===== src/rtl/pipe_reg.sv =====
// Elastic pipeline register: a chain of STAGES data registers with per-stage
// valid bits, valid/ready on both sides, global stall/flush and bubble collapse.
module pipe_reg #(
  parameter int               WIDTH     = 32,
  parameter int               STAGES    = 1,
  parameter logic [WIDTH-1:0] RESET_VAL = '0
) (
  input  logic                        clk,
  input  logic                        reset,
  input  logic                        stall,
  input  logic                        flush,
  input  logic                        in_valid,
  output logic                        in_ready,
  input  logic [WIDTH-1:0]            in_data,
  output logic                        out_valid,
  input  logic                        out_ready,
  output logic [WIDTH-1:0]            out_data,
  output logic [$clog2(STAGES+1)-1:0] count
);

  localparam int CW = $clog2(STAGES + 1);

  // Handshake: a word transfers on a side exactly in a cycle where both valid
  // and ready are high at the rising edge; neither ready nor valid waits on the
  // other, and both are forced low while stall or flush is asserted.

  logic [STAGES-1:0] v_q, v_d;
  logic [WIDTH-1:0]  d_q [STAGES];
  logic [CW-1:0]     count_q, count_d;

  logic [STAGES-1:0] move;
  logic [STAGES-1:0] free;
  logic              hold;
  logic              in_xfer;

  assign hold = stall | flush;

  // Walk from the output end back towards stage 0 so a stage can see whether
  // the stage ahead of it is emptying in this same cycle.
  always_comb begin
    move = '0;
    free = '0;
    move[STAGES-1] = v_q[STAGES-1] & out_ready & ~hold;
    free[STAGES-1] = ~v_q[STAGES-1] | move[STAGES-1];
    for (int i = STAGES - 2; i >= 0; i--) begin
      move[i] = v_q[i] & free[i+1] & ~hold;
      free[i] = ~v_q[i] | move[i];
    end
  end

  assign in_ready  = free[0] & ~hold;
  assign in_xfer   = in_valid & in_ready;
  assign out_valid = v_q[STAGES-1] & ~hold;
  assign out_data  = d_q[STAGES-1];
  assign count     = count_q;

  always_comb begin
    v_d    = v_q;
    v_d[0] = in_xfer | (v_q[0] & ~move[0]);
    for (int i = 1; i < STAGES; i++) begin
      v_d[i] = move[i-1] | (v_q[i] & ~move[i]);
    end
    if (flush) begin
      v_d = '0;
    end
  end

  always_comb begin
    count_d = '0;
    for (int i = 0; i < STAGES; i++) begin
      count_d = count_d + CW'(v_d[i]);
    end
  end

  always_ff @(posedge clk or posedge reset) begin
    if (reset) begin
      v_q     <= '0;
      count_q <= '0;
    end else begin
      v_q     <= v_d;
      count_q <= count_d;
    end
  end

  // Data registers only ever load; an emptied stage keeps its stale payload.
  always_ff @(posedge clk or posedge reset) begin
    if (reset) begin
      for (int i = 0; i < STAGES; i++) begin
        d_q[i] <= RESET_VAL;
      end
    end else begin
      if (in_xfer) begin
        d_q[0] <= in_data;
      end
      for (int i = 1; i < STAGES; i++) begin
        if (move[i-1]) begin
          d_q[i] <= d_q[i-1];
        end
      end
    end
  end

endmodule


===== config.mk =====
export PLATFORM = sky130hd
export DESIGN_NAME = pipe_reg
export DESIGN_NICKNAME = d
export VERILOG_FILES = /design/src/rtl/pipe_reg.sv
export SDC_FILE = /design/constraint.sdc
export NUM_CORES = 1
export LEC_CHECK = 0
export CAP_MARGIN = 30
export CELL_PAD_IN_SITES_DETAIL_PLACEMENT = 1
export CELL_PAD_IN_SITES_GLOBAL_PLACEMENT = 2
export CORE_ASPECT_RATIO = 0.6
export CORE_MARGIN = 2
export CORE_UTILIZATION = 25
export DETAILED_ROUTE_END_ITERATION = 6
export PLACE_DENSITY_LB_ADDON = 0.12
export SETUP_SLACK_MARGIN = 0.5
export SKIP_CTS_REPAIR_TIMING = 1
export SYNTH_ARGS = -nofsm -noshare
export SYNTH_HDL_FRONTEND = slang
export SYNTH_SLANG_ARGS = --single-unit

===== constraint.sdc =====
create_clock -name clk -period 1.6 [get_ports clk]
set_input_delay 0.32 -clock clk [delete_from_list [all_inputs] [get_ports clk]]
set_output_delay 0.32 -clock clk [all_outputs]
set_load 0.02 [all_outputs]

==> results of run 1 <==
stage by stage:
step	utilization [%]	cell area, um2	total power, W	hold slack (ns)	setup WS, ns
2_1_floorplan	-	1410	0.00160	0.379	0.370
3_3_place_gp	41.3	2270	0.00209	0.489	-0.361
3_5_place_dp	41.3	2270	0.00211	0.493	-0.383
4_1_cts	43.4	2390	0.00295	0.405	-0.392
5_1_grt	46.3	2540	0.00323	0.313	0.207
6_report	46.3	2540	0.00307	0.301	0.239
placed cells by master (no fill, tap or decap):
cell type,count
clkbuf_8,6
dfrtp_1,32
nand3_4,1
a21oi_1,1
bufinv_16,1
nor2_4,1
dfrtp_2,1
inv_1,2
and2_1,1
mux2_4,30
buf_4,18
clkdlybuf4s50_1,34
buf_12,3
dlymetal6s2s_1,3
clkbuf_1,1
and2_4,1
nand2b_1,1
buf_2,1
nand2b_4,1
buf_6,34
mux2_2,2
o21ai_0,1
per-layer routing:
metal	global-route usage (%)	up-vias
met5	0	-
met4	2.94	0
met3	4.36	2
met2	17.8	41
met1	15.4	499
li1	-	460
kinds of logic after synthesis:
logic type | after synthesis | synth area share (%)
DFF | 33 | 58.8
and+or+nand+nor | 6 | 3.83
AOI/OAI and AO/OA | 2 | 0.712
muxes | 32 | 33.7
buffers and inverters | 5 | 2.94
cell usage after synthesis (all sizes together):
cell / number / area (um2)
nand3: 1 / 17.5
mux2: 32 / 473
o21ai: 1 / 5.00
nor2: 1 / 11.3
buf: 3 / 33.8
inv: 2 / 7.51
nand2b: 2 / 12.5
a21oi: 1 / 5.00
and2: 2 / 12.5
dfrtp: 33 / 826
registers in the layout, indices dropped and copies added, names as in the netlist:
register / flops
out_data: 32
count: 1
worst max-delay path, stage by stage (launching register included):
cell	delay (ns)
dfrtp_2	0.45
nand2b_4	0.08
and2_4	0.13
buf_6	0.11
final cells by class:
class | count | share of cell area (%)
Inverter | 2 | 0.295
Clock inverter | 1 | 1.18
Timing Repair Buffer | 93 | 37.8
Multi-Input combinational cell | 40 | 21.5
Clock buffer | 7 | 3.39
Sequential cell | 33 | 32.5
Tap cell | 69 | 3.39
final timing paths:
kind | to | from | cells after the start
max | in_ready | count$_DFF_PP0_ | 3
min | count$_DFF_PP0_ | flush | 2
max reg2reg | out_data[22]$_DFFE_PP0P_ | count$_DFF_PP0_ | 5
min reg2reg | out_data[7]$_DFFE_PP0P_ | out_data[7]$_DFFE_PP0P_ | 1
max in group asynchronous | count$_DFF_PP0_ | reset | 3
min in group asynchronous | out_data[25]$_DFFE_PP0P_ | reset | 3
where the power goes:
group          switching, W  internal [W]
clock network      0.000304      0.000508
logic              0.000415      0.000710
registers          0.000127       0.00100
==> impl_metrics.py, run 1 <==
metrics = {
    "setup_path": {
        "critPathMaxFanout": 4,
        "start_kind": "flip-flop",
        "cp_data_required_time_ns": 1.28,
        "endpoint_kind": "primary output",
        "rrSetupSlack_ns": 0.24,
        "worstSetupPathType": "flip-flop to primary output",
        "worstPathArrival_ns": 1.04,
    },
    "timing": {
        "final.min_clock_period_ns": 1.36,
        "fmaxAchievable_ghz": 0.735,
        "setup_tns_ns": 0,
        "period_share_pct": 85.1,
        "relSlewSlack_pct": 87.6,
        "slew_viol_final": 0,
        "rsz0062_at_grt": "true",
        "tightest_slew_ns": 0.187,
        "hold_viol_final": 0,
        "fin_skew_ns": 0.00280,
        "setup-violations-final": 0,
    },
    "drt": {
        "detail_route.wl_per_cell_um": 14.7,
        "wl_met2_mm": 1.62,
        "met3_length_um": 229,
        "num_vias": 1002,
        "vias_per_cell": 4.09,
        "drc": 0,
        "routed_wl_mm": 3.61,
        "antenna_left": 0,
        "first_pass_iters": 4,
        "m1WireLength_mm": 1.73,
        "top_layer": "met4",
        "drtIter0Drc": 12,
    },
    "grt": {
        "grt_use_total_pct": 11.5,
        "grt_max_degree": 34,
        "grt_pass1_vias": 1004,
        "antenna_found_initial": 0,
        "overflow": 0,
        "grt_pass1_wl_mm": 5.29,
    },
    "place": {
        "dp.cells": 222,
        "portBuffers": 72,
        "dp_hpwl_mm": 2.55,
        "gp_congestion": 0.691,
    },
    "die": {
        "pin_count": 73,
        "coreArea_um2": 5490,
        "die_area_um2": 6250,
        "die_width_um": 101,
        "num_rows": 21,
        "die_h_um": 62.0,
        "start_util_pct": 25.6,
    },
    "worst_hold_path": {
        "hp-class": "input pin to flip-flop",
    },
    "synth": {
        "syn_inst": 78,
        "syn_avg_cell_area_um2": 18.0,
        "netlist_area_um2": 1400,
        "syn-num-nets": 116,
        "yosys_warnings": 0,
        "yosys.cell_types.count": 11,
        "ys_ff_latch": 33,
        "ys_seq_area_share_pct": 58.8,
    },
    "clock_network": {
        "cts_sinks": 33,
        "cts_buffers": 5,
        "root_buffer": "clkbuf_8",
        "clk_pin_slew_ns": 0.07,
        "cts_tree": "yes",
        "cts_max_level": 2,
        "clockBufferDepth": 2,
        "insertion_delay_ns": 0.28,
    },
    "power_and_ir_drop": {
        "irDropWorstVdd_v": 0.000498,
        "p_per_area_nw_per_um2": 1200,
        "power.leakage_nw": 1.27,
    },
    "layout": {
        "multi_input_area_um2": 547,
        "nets": 213,
        "drive_gt1_share_pct": 56.8,
        "antenna_cells": 0,
        "syn2layout_area_growth_pct": 81.3,
        "n_fill_cell": 554,
        "seq_area_um2": 827,
        "fin_cells": 245,
    },
    "outcome": {
        "status": "completed",
    },
    "run": {
        "drv_cap": 0,
    },
}
Power figures use the tool's default switching activity.
==> inputs of run 2 (changes only) <==
--- a/config.mk
+++ b/config.mk
@@ -12,6 +12,7 @@
 export CORE_MARGIN = 2
 export CORE_UTILIZATION = 25
 export DETAILED_ROUTE_END_ITERATION = 6
+export HOLD_SLACK_MARGIN = 0.02
 export PLACE_DENSITY_LB_ADDON = 0.12
 export SETUP_SLACK_MARGIN = 0.5
 export SKIP_CTS_REPAIR_TIMING = 1
==> results of run 2 <==
Same layout as run 1: the final DEF is identical, and so are final timing and power.
